==> src/rtl/noc_pkg.sv <==
// Shared types and constants for the NoC output-port scheduler.
// Flit layout: [FLIT_W-1] head, [FLIT_W-2] tail, remaining bits payload.
package noc_pkg;

   localparam int unsigned DEF_NUM_IN = 4;
   localparam int unsigned DEF_FLIT_W = 16;
   localparam int unsigned HEAD_BIT   = DEF_FLIT_W - 1;
   localparam int unsigned TAIL_BIT   = DEF_FLIT_W - 2;

   typedef logic [DEF_FLIT_W-1:0] flit_t;

   typedef enum logic {
      IDLE   = 1'b0,
      LOCKED = 1'b1
   } arb_state_e;

   // Modulo-n increment; handles non-power-of-two port counts
   function automatic int unsigned wrap_inc(input int unsigned v, input int unsigned n);
      return (v + 1 >= n) ? 0 : v + 1;
   endfunction

endpackage

==> src/rtl/rr_arbiter.sv <==
// Combinational round-robin pick: first asserted request at or after ptr,
// wrapping at N-1 -> 0.
module rr_arbiter #(
   parameter int unsigned N  = 4,
   parameter int unsigned IW = $clog2(N)
) (
   input  logic [N-1:0]  req,
   input  logic [IW-1:0] ptr,
   output logic [N-1:0]  gnt_c,
   output logic [IW-1:0] idx_c,
   output logic          any_c
);

   logic [IW-1:0] cand;

   always_comb begin
      gnt_c = '0;
      idx_c = '0;
      any_c = 1'b0;
      cand  = '0;
      for (int unsigned k = 0; k < N; k++) begin
         cand = IW'((32'(ptr) + k) % N);
         if (!any_c && req[cand]) begin
            any_c       = 1'b1;
            idx_c       = cand;
            gnt_c[cand] = 1'b1;
         end
      end
   end

endmodule

==> src/rtl/noc_port_arbiter.sv <==
// Wormhole output-port scheduler: round-robin over input FIFOs, grant locked
// head->tail, absorbs the FIFO read latency and feeds a 2-entry skid buffer.
module noc_port_arbiter
   import noc_pkg::*;
#(
   parameter int unsigned NUM_IN = DEF_NUM_IN,
   parameter int unsigned FLIT_W = DEF_FLIT_W,
   parameter int unsigned GNT_W  = $clog2(NUM_IN)
) (
   input  logic                     clk,
   input  logic                     rst,
   input  logic [NUM_IN-1:0]        in_empty,
   output logic [NUM_IN-1:0]        in_rd_en,
   input  logic [NUM_IN*FLIT_W-1:0] in_flit,
   output logic                     out_valid,
   output logic [FLIT_W-1:0]        out_flit,
   input  logic                     out_ready,
   output logic [GNT_W-1:0]         grant_id,
   output logic                     busy
);

   localparam int unsigned TAIL_POS = FLIT_W - 2;

   arb_state_e        state_q, state_d;
   logic [GNT_W-1:0]  grant_q, grant_d;
   logic [GNT_W-1:0]  ptr_q, ptr_d, arb_ptr, arb_idx;
   logic [NUM_IN-1:0] arb_gnt;
   logic              arb_any;
   logic              inflight_q, pop, tail_det, slot_free, deq;
   logic [1:0]        occ_q;
   logic [FLIT_W-1:0] buf_q [2];
   logic [FLIT_W-1:0] in_flit_a [NUM_IN];
   logic [FLIT_W-1:0] cap_flit;

   always_comb begin
      for (int unsigned i = 0; i < NUM_IN; i++) begin
         in_flit_a[i] = in_flit[i*FLIT_W +: FLIT_W];
      end
   end

   // The flit read last cycle always comes from the FIFO still held in grant_q
   assign cap_flit  = in_flit_a[grant_q];
   assign tail_det  = inflight_q & cap_flit[TAIL_POS];
   assign out_valid = (occ_q != 2'd0);
   assign out_flit  = buf_q[0];
   assign deq       = out_valid & out_ready;
   assign slot_free = (3'(occ_q) + 3'(inflight_q) - 3'(deq)) < 3'd2;
   assign grant_id  = grant_q;
   assign busy      = (state_q == LOCKED);

   // On a tail the pointer moves past the finishing input before re-arbitrating
   assign arb_ptr = tail_det ? GNT_W'(wrap_inc(32'(grant_q), NUM_IN)) : ptr_q;

   rr_arbiter #(
      .N  (NUM_IN),
      .IW (GNT_W)
   ) u_rr (
      .req   (~in_empty),
      .ptr   (arb_ptr),
      .gnt_c (arb_gnt),
      .idx_c (arb_idx),
      .any_c (arb_any)
   );

   always_comb begin
      state_d  = state_q;
      grant_d  = grant_q;
      ptr_d    = ptr_q;
      pop      = 1'b0;
      in_rd_en = '0;
      if (!rst) begin
         if (state_q == IDLE || tail_det) begin
            state_d = IDLE;
            ptr_d   = arb_ptr;
            if (arb_any && slot_free) begin
               pop      = 1'b1;
               in_rd_en = arb_gnt;
               grant_d  = arb_idx;
               state_d  = LOCKED;
            end
         end else if (!in_empty[grant_q] && slot_free) begin
            pop      = 1'b1;
            in_rd_en = NUM_IN'(1) << grant_q;
         end
      end
   end

   always_ff @(posedge clk or posedge rst) begin
      if (rst) begin
         state_q    <= IDLE;
         grant_q    <= '0;
         ptr_q      <= '0;
         inflight_q <= 1'b0;
      end else begin
         state_q    <= state_d;
         grant_q    <= grant_d;
         ptr_q      <= ptr_d;
         inflight_q <= pop;
      end
   end

   // Skid buffer: entry 0 is the presented flit; push is the flit read last cycle
   always_ff @(posedge clk or posedge rst) begin
      if (rst) begin
         occ_q    <= 2'd0;
         buf_q[0] <= '0;
         buf_q[1] <= '0;
      end else begin
         case ({deq, inflight_q})
            2'b01: begin
               if (occ_q == 2'd0) buf_q[0] <= cap_flit;
               else               buf_q[1] <= cap_flit;
               occ_q <= occ_q + 2'd1;
            end
            2'b10: begin
               buf_q[0] <= buf_q[1];
               occ_q    <= occ_q - 2'd1;
            end
            2'b11: begin
               if (occ_q == 2'd1) begin
                  buf_q[0] <= cap_flit;
               end else begin
                  buf_q[0] <= buf_q[1];
                  buf_q[1] <= cap_flit;
               end
            end
            default: ;
         endcase
      end
   end

endmodule

==> config.mk <==
export PLATFORM = sky130hd
export DESIGN_NAME = noc_port_arbiter
export DESIGN_NICKNAME = d
export VERILOG_FILES = /design/src/rtl/noc_pkg.sv /design/src/rtl/rr_arbiter.sv /design/src/rtl/noc_port_arbiter.sv
export SDC_FILE = /design/constraint.sdc
export NUM_CORES = 1
export LEC_CHECK = 0
export BUFFER_PORTS_ARGS = -buffer_cell sky130_fd_sc_hd__buf_2
export CAP_MARGIN = 25
export CORE_MARGIN = 2
export CORE_UTILIZATION = 45
export DETAILED_ROUTE_END_ITERATION = 8
export MAX_ROUTING_LAYER = met4
export PLACE_DENSITY = 0.75
export REMOVE_ABC_BUFFERS = 1
export SLEW_MARGIN = 20
export SYNTH_ARGS = -nofsm -noshare
export SYNTH_HDL_FRONTEND = slang
export SYNTH_SLANG_ARGS = --single-unit
==> constraint.sdc <==
create_clock -name clk -period 3.5 [get_ports clk]
set_clock_uncertainty 0.05 [all_clocks]
set_input_delay 0.175 -clock clk [delete_from_list [all_inputs] [get_ports clk]]
set_output_delay 0.175 -clock clk [all_outputs]
set_load 0.05 [all_outputs]
Yosys cells after proc, flatten, opt, wreduce, memory -nomap -nowiden
Cells that the tools add are included.
W data, S select, Z words.
{ "word_totals": {"ff_bits": 40, "output_inout_bits": 24, "elab_cells": 117} }
{ "op_classes": {"add_sub_neg": 8, "n_lt_le_gt_ge": 12, "eq_ne": 7, "n_shift": 1, "muxes": 50, "bitwise": 9, "reduce_logical": 23} }
{ "op_table": {"columns": ["cell", "n"], "rows": [
  ["$mux W16", 6],
  ["$pmux W16 S3", 1],
  ["$bmux W16 S2", 1],
  ["$mux W4", 8],
  ["$pmux W16 S2", 1],
  ["$mux W1", 17],
  ["$lt A2 B3 Y1 const B", 5],
  ["$mux W2", 6],
  ["$or A4 B4 Y4", 3],
  ["$bmux W1 S2", 5],
  ["$logic_and A1 B1 Y1", 9],
  ["$demux W1 S2", 4],
  ["$ge A2 B1 Y1 const B", 4],
  ["$ge A3 B3 Y1 const B", 2],
  ["$ne A2 B2 Y1 const B", 3],
  ["$reduce_and A3 Y1", 2],
  ["$reduce_bool A2 Y1", 3],
  ["$add A2 B1 Y2 const B", 2],
  ["$add A2 B2 Y2 const B", 2],
  ["$eq A2 B1 Y1 const B", 2],
  ["$eq A2 B2 Y1 const B", 2],
  ["$logic_not A1 Y1", 4],
  ["$not A4 Y4", 1],
  ["$pmux W2 S2", 1],
  ["other kinds (13)", 16]
]} }

Logic depth before layout (Yosys ltp)
Gate-level depths: netlist of run 1.
{ "logic_depth": {"word_depth": 22, "depth_mapped": 15} }

Cells and area by module
From an unflattened synthesis of run 1, not the netlist that was laid out.
{ "unflattened": {"cells_unflattened": 257, "hier_area_um2": 2906.5} }
{ "by_module_without_submodules": {"columns": ["module", "n_inst", "cells_per_inst", "area_each_um2", "seq_area_each_um2"], "rows": [
  ["noc_port_arbiter", 1, 212, 2487.4, 1001.0],
  ["rr_arbiter", 1, 45, 419.2, 0.0]
]} }

Worst setup path before layout of run 1
No wires, ideal clock.
{ "synth_timing": {"path_kind": "flip-flop to output port", "startpoint": "register grant_q[0] (netlist: grant_id[0])", "endpoint": "output in_rd_en[0]", "arrival_time_ps": 3912, "t_required_ps": 3275, "path_slack_ps": -637, "path_stages_with_launch": 11, "path_buffers": 2, "path_cell_list": "dfrtp_1 > buf_2 > buf_2 > inv_1 > ha_1 > mux2i_4 > inv_1 > ha_1 > mux4_2 > o21bai_1 > o221ai_1"} }
{ "synth_via": {"elab_chain_cells": 22, "word_cells_on_any_way": 68, "classes_between": "add/sub: 4; order compare: 9; shift: 1; mux: 35; bitwise: 5; reduce/logical: 14"} }
{ "synth_lines": {"columns": ["element", "line", "source"], "rows": [
  ["start, declared", "noc_port_arbiter.sv:25", "logic [GNT_W-1:0] grant_q, grant_d;"],
  ["start signal, assigned", "noc_port_arbiter.sv:96", "grant_q <= grant_d;"],
  ["parallel branches: the longest is 5 deep, another holds $add A2 B1 Y3", null, null],
  ["$mux W2 (*)", "noc_port_arbiter.sv:52", "assign arb_ptr = tail_det ? GNT_W'(wrap_inc(32'(grant_q), NUM_IN)) : ptr_q;"],
  ["via arb_ptr[1]", "noc_port_arbiter.sv:26", "logic [GNT_W-1:0] ptr_q, ptr_d, arb_ptr, arb_idx;"],
  ["parallel branches: the longest is 13 deep, another holds $lt A2 B3 Y1", null, null],
  ["$mux W4 (*)", "noc_port_arbiter.sv:75", "if (arb_any && slot_free) begin"],
  ["$mux W4 (*)", "noc_port_arbiter.sv:72", "if (state_q == IDLE || tail_det) begin"],
  ["$mux W4 (*)", "noc_port_arbiter.sv:71", "if (!rst) begin"],
  ["end, declared", "noc_port_arbiter.sv:13", "output logic [NUM_IN-1:0] in_rd_en,"]
]} }
Mark *: on every way through the listed nets, which the timed path passes. The select of a mux whose other input is x is not followed.

Worst setup path in the final report of run 1
{ "layout_timing": {"startpoint": "register occ_q[1]", "endpoint": "output in_rd_en[0]"} }
{ "layout_via": {"elab_chain_cells": 8, "word_cells_on_any_way": 11, "classes_between": "add/sub: 2; order compare: 1; mux: 4; bitwise: 1; reduce/logical: 3"} }
{ "layout_lines": {"columns": ["element", "line", "source"], "rows": [
  ["start, declared", "noc_port_arbiter.sv:30", "logic [1:0] occ_q;"],
  ["start signal, assigned", "noc_port_arbiter.sv:113", "occ_q <= occ_q + 2'd1;"],
  ["start signal, assigned", "noc_port_arbiter.sv:117", "occ_q <= occ_q - 2'd1;"],
  ["parallel branches: the longest is 2 deep, another holds $add A2 B1 Y3", null, null],
  ["$sub A3 B1 Y3 (*)", "noc_port_arbiter.sv:47", "assign slot_free = (3'(occ_q) + 3'(inflight_q) - 3'(deq)) < 3'd2;"],
  ["$lt A3 B2 Y1 (*)", "noc_port_arbiter.sv:47", null],
  ["$logic_and A1 B1 Y1 (on tied branches)", "noc_port_arbiter.sv:81, noc_port_arbiter.sv:75", null],
  ["$mux W4 (on tied branches)", "noc_port_arbiter.sv:81, noc_port_arbiter.sv:75", null],
  ["$mux W4 (*)", "noc_port_arbiter.sv:72", null],
  ["$mux W4 (*)", "noc_port_arbiter.sv:71", null]
]} }
Mark *: on every way between the ends.

==> out/results.ini, run 1 <==
[status]
status = completed

[synthesis]
synth-main-ff-cell = dfrtp_1
synth_edf_count = 0
synth_cell_types = 49
post-synth-top-area-cell = dfrtp_1
ys_ff_latch = 40
yosys_warnings = 0
synth_area_leaders = dfrtp_1 34%, mux4_2 11%, ha_1 8.1%
synth-async-reset-ratio = 1.00
ys_seq_area_frac = 0.339
yosys.area.top_type_share = 0.339
synth_area_um2 = 2950
avgSynthCellArea_um2 = 10.8
synth_cells = 274
synth_common_cells = 40 x dfrtp_1, 37 x nand2_1, 19 x ha_1, 19 x o21ai_0
post-synth-top-count-cell = dfrtp_1

[global_routing]
grt_pass1_wl_um = 12700
first_global_vias = 2704
use_met2 = 0.388
grtUsageMet3 = 0.0438
grt_max_degree = 33
grt_use_met1 = 0.265
antenna_found_initial = 1
grt_util_all_layers = 0.227
overflow = 0
top_usage_layer = met2

[floorplanning]
dieArea_um2 = 7220
initial_core_util = 0.465
placementRows = 29
core_um2 = 6350
die-width_um = 85.0
ios = 95
dieHeight_um = 85.0

[sta]
min_period_ns = 3.47
tightest_slew_ns = 0.577
fin_tns_setup_ns = 0
hold_viol_final = 0
whs_ns = 0.304
maxSlewViolCount = 0
setup_ws_ns = 0.0266
max_freq_ghz = 0.288
timing.final.crit_share = 0.992
finalSetupViolations = 0
slew_headroom = 0.616

[pwr]
total_power_w = 0.00362
p_seq_frac = 0.230
power_frac_clock = 0.102
internal_power_w = 0.00194
comb_power_share = 0.669
leakage_nw = 1.87
switching_share = 0.463
p_sw_w = 0.00168
power-per-cell-area_nw_per_um2 = 914
irDropWorstVdd_mv = 0.498

[route]
num_vias = 2633
drc = 0
antenna_left = 0
drtIter0Drc = 100
vias_per_cell = 5.55
routedWlPerCell_um = 16.5
dr.pass1.iters = 4
wl_um = 7800

[setup_path]
path_buf_inv = 4
crit_path_end_kind = primary output
slowest_delay_ns = 0.45
worst_path_dominant_cell_family = simple AND/OR/NAND/NOR gates
rr_worst_depth = 19
r2r_slack_ns = 0.14
critPathMaxFanout = 4
critical_path_arrival_ns = 3.25
r2r_start = occ_q[1]
crit_slowest_cell = fa_2
crit_top_cell = inv_2
worstSetupPathType = register to primary output
cp_cell_sequence = inv_2 -> ha_4 -> inv_2 -> nand2_2 -> inv_2 -> ha_4 -> nor2_2 -> fa_2 -> or3_4 -> and3b_2 -> nand2_1 -> o221a_4 -> o221ai_2 -> buf_6
cp-start-kind = register
r2r_end = buf_q[15]
worstPathRequired_ns = 3.27
startpoint = occ_q[1]

[placement]
io_buffers = 94
gp_congestion = 0.880
hpwl_um = 5280
dpl_cell_area_um2 = 3440
place_ws_ns = 0.0383

[min_path]
hold_path_class = input port to register
hold_path_end = buf_q[2]
min_from = in_flit[2]
hold_depth = 3

[clocking]
cts_sinks = 40
cts_tree = built
h-tree-depth = 2
clkTransAtPathRegs_ns = 0.08
clockBufferDepth = 2
cts_buffers = 5
clock_latency_ns = 0.29
cts.root.buffer_cell = clkbuf_8

[layout]
nets = 486
seq_area_um2 = 1000
drive_gt1_frac = 0.548
syn2layout_area_growth_pct = 34.1
design_area_um2 = 3960
multi_input_area_um2 = 1820
fill_cells = 531

[run]
maxCapViolCount = 0

-- worst max-delay path by stage --
stage | to | slack (ns) | depth (start not counted)
after global placement | in_rd_en[3] | 0.13 | 14
after CTS | in_rd_en[1] | 0.0007 | 15
final | in_rd_en[0] | 0.03 | 14
after floorplan | in_rd_en[0] | -0.98 | 8
after detailed placement | in_rd_en[2] | 0.04 | 14
after global routing | in_rd_en[0] | -0.02 | 14
-- flip-flops by register name, summed over array words and instances (netlist names) --
name,flops
out_flit,16
grant_id,2
buf_q,16
inflight_q,1
ptr_q,2
occ_q,2
busy,1
-- cell type report --
cell class / instances / share of cell area
timing repair buffer: 143 / 0.220
multi-input combinational: 189 / 0.460
clock inverter: 2 / 0.00885
antenna: 1 / 0.000632
clock buffer: 6 / 0.0183
tap: 77 / 0.0243
sequential: 40 / 0.253
inverter: 16 / 0.0152
-- logic make-up after synthesis --
logic type      share of synthesized area
compound gates                      0.169
xor+xnor                          0.00891
fa+ha+maj                          0.0874
buf+inv                            0.0861
flops                               0.339
mux                                 0.225
simple gates                       0.0844
-- through the flow --
stage | util | cells
floorplan | - | 244
global placement | 0.542 | 430
detailed placement | 0.542 | 430
CTS | 0.614 | 469
global route | 0.623 | 474
finish | 0.623 | 474
-- routing by layer --
metal,part of all wire,up-vias
met1,0.41,1287
met5,0,-
met3,0.061,11
met2,0.51,88
met4,0.017,0
li1,-,1247
-- what timing repair did --
| action | 4_1_cts | 5_1_grt |
|---|---|---|
| pin swaps | 11 | 9 |
| hold buffers | 1 | 0 |
| buffers inserted | 29 | 4 |
| endpoints found under the setup margin | 4 | 20 |
| gates cloned | 1 | 0 |
| resized for setup | 31 | 8 |
| hold endpoints to repair | 15 | 0 |
-- cell usage in the layout, fill, tap and decap left out, drive strengths merged, types with 2 or more instances in the layout --
| master | instances |
|---|---|
| buf | 142 |
| dfrtp | 40 |
| nand2 | 37 |
| o21ai | 20 |
| ha | 19 |
| mux2 | 17 |
| mux4 | 17 |
| a22oi | 16 |
| inv | 15 |
| mux2i | 7 |
| nor2 | 6 |
| clkbuf | 6 |
| o221ai | 5 |
| o211ai | 4 |
| o221a | 4 |
| xnor2 | 3 |
| nand3 | 3 |
| o21a | 3 |
| a21o | 2 |
| and3b | 2 |
| o31ai | 2 |
| nor3b | 2 |
| o211a | 2 |
| a21oi | 2 |
| clkinv | 2 |
-- power groups by stage --
stage          logic (W)  clock network, W  registers, W
2_1_floorplan    0.00111                 0       0.00122
3_3_place_gp     0.00202                 0      0.000821
3_5_place_dp     0.00206                 0      0.000839
4_1_cts          0.00233          0.000375      0.000828
5_1_grt          0.00262          0.000393      0.000860
6_report         0.00242          0.000369      0.000830
-- worst reg2reg max path, delay by kind of cell (launching register included) --
family / cells / cell delay [ns]
DFF: 1 / 0.39
muxes: 1 / 0.40
AOI/OAI and AO/OA: 1 / 0.47
and+or+nand+nor: 2 / 0.16
adders and majority gates: 2 / 0.36
buffers and inverters: 13 / 1.41
Note: power is estimated with default switching activity, not from simulation.
==> run 2, diff against run 1 <==
--- a/config.mk
+++ b/config.mk
@@ -7,11 +7,13 @@
 export LEC_CHECK = 0
 export BUFFER_PORTS_ARGS = -buffer_cell sky130_fd_sc_hd__buf_2
 export CAP_MARGIN = 25
+export CELL_PAD_IN_SITES_DETAIL_PLACEMENT = 1
+export CELL_PAD_IN_SITES_GLOBAL_PLACEMENT = 2
 export CORE_MARGIN = 2
-export CORE_UTILIZATION = 45
+export CORE_UTILIZATION = 32
 export DETAILED_ROUTE_END_ITERATION = 8
 export MAX_ROUTING_LAYER = met4
-export PLACE_DENSITY = 0.75
+export PLACE_DENSITY = 0.84
 export REMOVE_ABC_BUFFERS = 1
 export SLEW_MARGIN = 20
 export SYNTH_ARGS = -nofsm -noshare
==> run 2 against run 1 <==
- die area rose by 39%
- sequential power barely moved
- wire length rose by 2.2%
- total power fell by 1.5%
- register-to-register slack improved by 0.45 ns
- critical path depth rose by 1
- critical endpoint is now in_rd_en[2]
==> out/results.ini, run 2 (synthesis results as in run 1) <==
[status]
status = completed  ; unchanged

[clocking]
clkTransAtPathRegs_ns = 0.08  ; about the same
clockBufferDepth = 2  ; unchanged
clock_latency_ns = 0.29  ; about the same
h-tree-depth = 2  ; unchanged
cts_sinks = 40  ; unchanged
cts_buffers = 5  ; unchanged
cts_tree = built  ; unchanged
cts.root.buffer_cell = clkbuf_8  ; unchanged

[sta]
whs_ns = 0.305  ; was 0.304 ns
timing.final.crit_share = 0.981  ; was 0.992
rsz0062_at_grt = yes
maxSlewViolCount = 0  ; unchanged
hold_viol_final = 0  ; unchanged
tightest_slew_ns = 0.680  ; was 0.577 ns
finalSetupViolations = 0  ; unchanged
max_freq_ghz = 0.291  ; was 0.288 GHz
min_period_ns = 3.43  ; was 3.47 ns
slew_headroom = 0.546  ; was 0.616
setup_ws_ns = 0.0657  ; was 0.0266 ns

[route]
routedWlPerCell_um = 16.4  ; was 16.5 um
drc = 0  ; unchanged
vias_per_cell = 5.19  ; was 5.55
dr.pass1.iters = 4  ; unchanged
antenna_left = 0  ; unchanged
drtIter0Drc = 82  ; was 100
wl_um = 7970  ; was 7800 um
num_vias = 2523  ; was 2,633

[min_path]
hold_path_class = input port to register  ; unchanged
min_from = in_flit[12]  ; was in_flit[2]

[pwr]
leakage_nw = 1.79  ; was 1.87 nW
power-per-cell-area_nw_per_um2 = 910  ; was 914 nW/um^2
irDropWorstVdd_mv = 0.364  ; was 0.498 mV

[setup_path]
r2r_start = grant_id[0]  ; was occ_q[1]
worstSetupPathType = register to primary output  ; unchanged
crit_path_end_kind = primary output  ; unchanged
critPathMaxFanout = 5  ; was 4
startpoint = occ_q[0]  ; was occ_q[1]
worstPathRequired_ns = 3.27  ; about the same
critical_path_arrival_ns = 3.21  ; was 3.25 ns
cp-start-kind = register  ; unchanged

[floorplanning]
dieArea_um2 = 10000  ; was 7220 um^2
ios = 95  ; unchanged
core_um2 = 9110  ; was 6350 um^2
die-width_um = 100  ; was 85.0 um
placementRows = 35  ; was 29
initial_core_util = 0.324  ; was 0.465
dieHeight_um = 100  ; was 85.0 um

[layout]
syn2layout_area_growth_pct = 32.7  ; was 34.1%
fin_cells = 486  ; was 474
fill_cells = 1029  ; was 531
drive_gt1_frac = 0.528  ; was 0.548
final_cell_mix = 90 x buf_2, 39 x dfrtp_1, 31 x nand2_1, 26 x buf_4, 19 x o21ai_0  ; was 90 x buf_2, 47 x buf_4, 39 x dfrtp_1, 31 x nand2_1, 19 x o21ai_0
nets = 465  ; was 486
diodes = 0  ; was 1
final_common_cell = buf_2  ; unchanged

[global_routing]
grt_util_all_layers = 0.162  ; was 0.227
antenna_found_initial = 0  ; was 1
first_global_vias = 2574  ; was 2,704
grt_max_degree = 33  ; unchanged
grt_pass1_wl_um = 12500  ; was 12,700 um
overflow = 0  ; unchanged

[run]
maxCapViolCount = 0  ; unchanged

[placement]
place_ws_ns = 0.00207  ; was 0.0383 ns
gp_congestion = 0.855  ; was 0.880
dp_cells = 464  ; was 430
io_buffers = 94  ; unchanged
hpwl_um = 5830  ; was 5280 um

[run 2: cell types whose count changed in the layout (fill, tap and decap cells not counted), moves of 2 or more]
cell / delta
o221a_4: +2
o221a_2: -2
mux2i_4: +2
mux2i_2: -2
buf_4: -21
[run 2: area by class of cell]
cell class / instances / area [um^2] / share of cell area
Multi-Input combinational cell: 189 / 1890 / 0.483
Clock buffer: 5 / 68.8 / 0.0176
Timing Repair Buffer: 122 / 712 / 0.182
Inverter: 16 / 60.1 / 0.0153
Tap cell: 111 / 139 / 0.0355
Clock inverter: 3 / 42.5 / 0.0109
Sequential cell: 40 / 1000 / 0.256
[run 2: critical path, stage by stage (launching register included)]
cell      delay [ns]
dfrtp_1         0.40
inv_2           0.08
ha_4            0.13
inv_2           0.04
nand2_2         0.06
inv_2           0.05
ha_4            0.26
nor2_4          0.04
fa_2            0.35
xnor2_2         0.14
or3_4           0.38
and3b_2         0.36
nand2_2         0.10
o221a_4         0.27
o221ai_2        0.06
buf_6           0.18
[run 2: final timing paths]
kind	to	slack [ns]	depth (start not counted)
hold / removal	buf_q[12]	0.31	3
setup reg to reg	grant_id[0]	0.59	9
max in group asynchronous	grant_id[0]	2.16	4
min in group asynchronous	ptr_q[1]	0.46	3
setup / recovery	in_rd_en[2]	0.07	15
hold reg to reg	out_flit[10]	0.43	2
[run 2: power breakdown]
group | leakage, nW | internal (W) | switching [W]
sequential | 0.487 | 0.000690 | 0.000138
combinational | 1.25 | 0.000981 | 0.00138
clock | 0.0541 | 0.000211 | 0.000164
total | 1.79 | 0.00188 | 0.00168
[run 2: what timing repair did]
item / CTS / global route
pin swaps: 8 / 9
setup buffers: 6 / 6
hold endpoints to repair: 11 / 0
gates cloned: 1 / 0
gates resized for setup: 28 / 18
setup endpoints to repair: 4 / 4
hold buffers: 1 / 0
[run 2: per-stage QoR]
step           power, W  instance area, um^2  TNS [ns]   util
6_report        0.00356                 3920         0  0.430
5_1_grt         0.00384                 3920    -0.331  0.430
4_1_cts         0.00346                 3760         0  0.412
3_5_place_dp    0.00292                 3480         0  0.382
3_3_place_gp    0.00286                 3480         0  0.382
2_1_floorplan   0.00234                 2760     -4.22      -
[run 2: routing by layer]
| metal | global-route usage | vias to the layer above | wire length (um) | part of all wire |
|---|---|---|---|---|
| met2 | 0.285 | 75 | 3970 | 0.50 |
| met3 | 0.0334 | 11 | 518 | 0.065 |
| met1 | 0.194 | 1240 | 3370 | 0.42 |
| met5 | - | - | 0 | 0 |
| li1 | - | 1197 | - | - |
| met4 | 0.0306 | 0 | 112 | 0.014 |
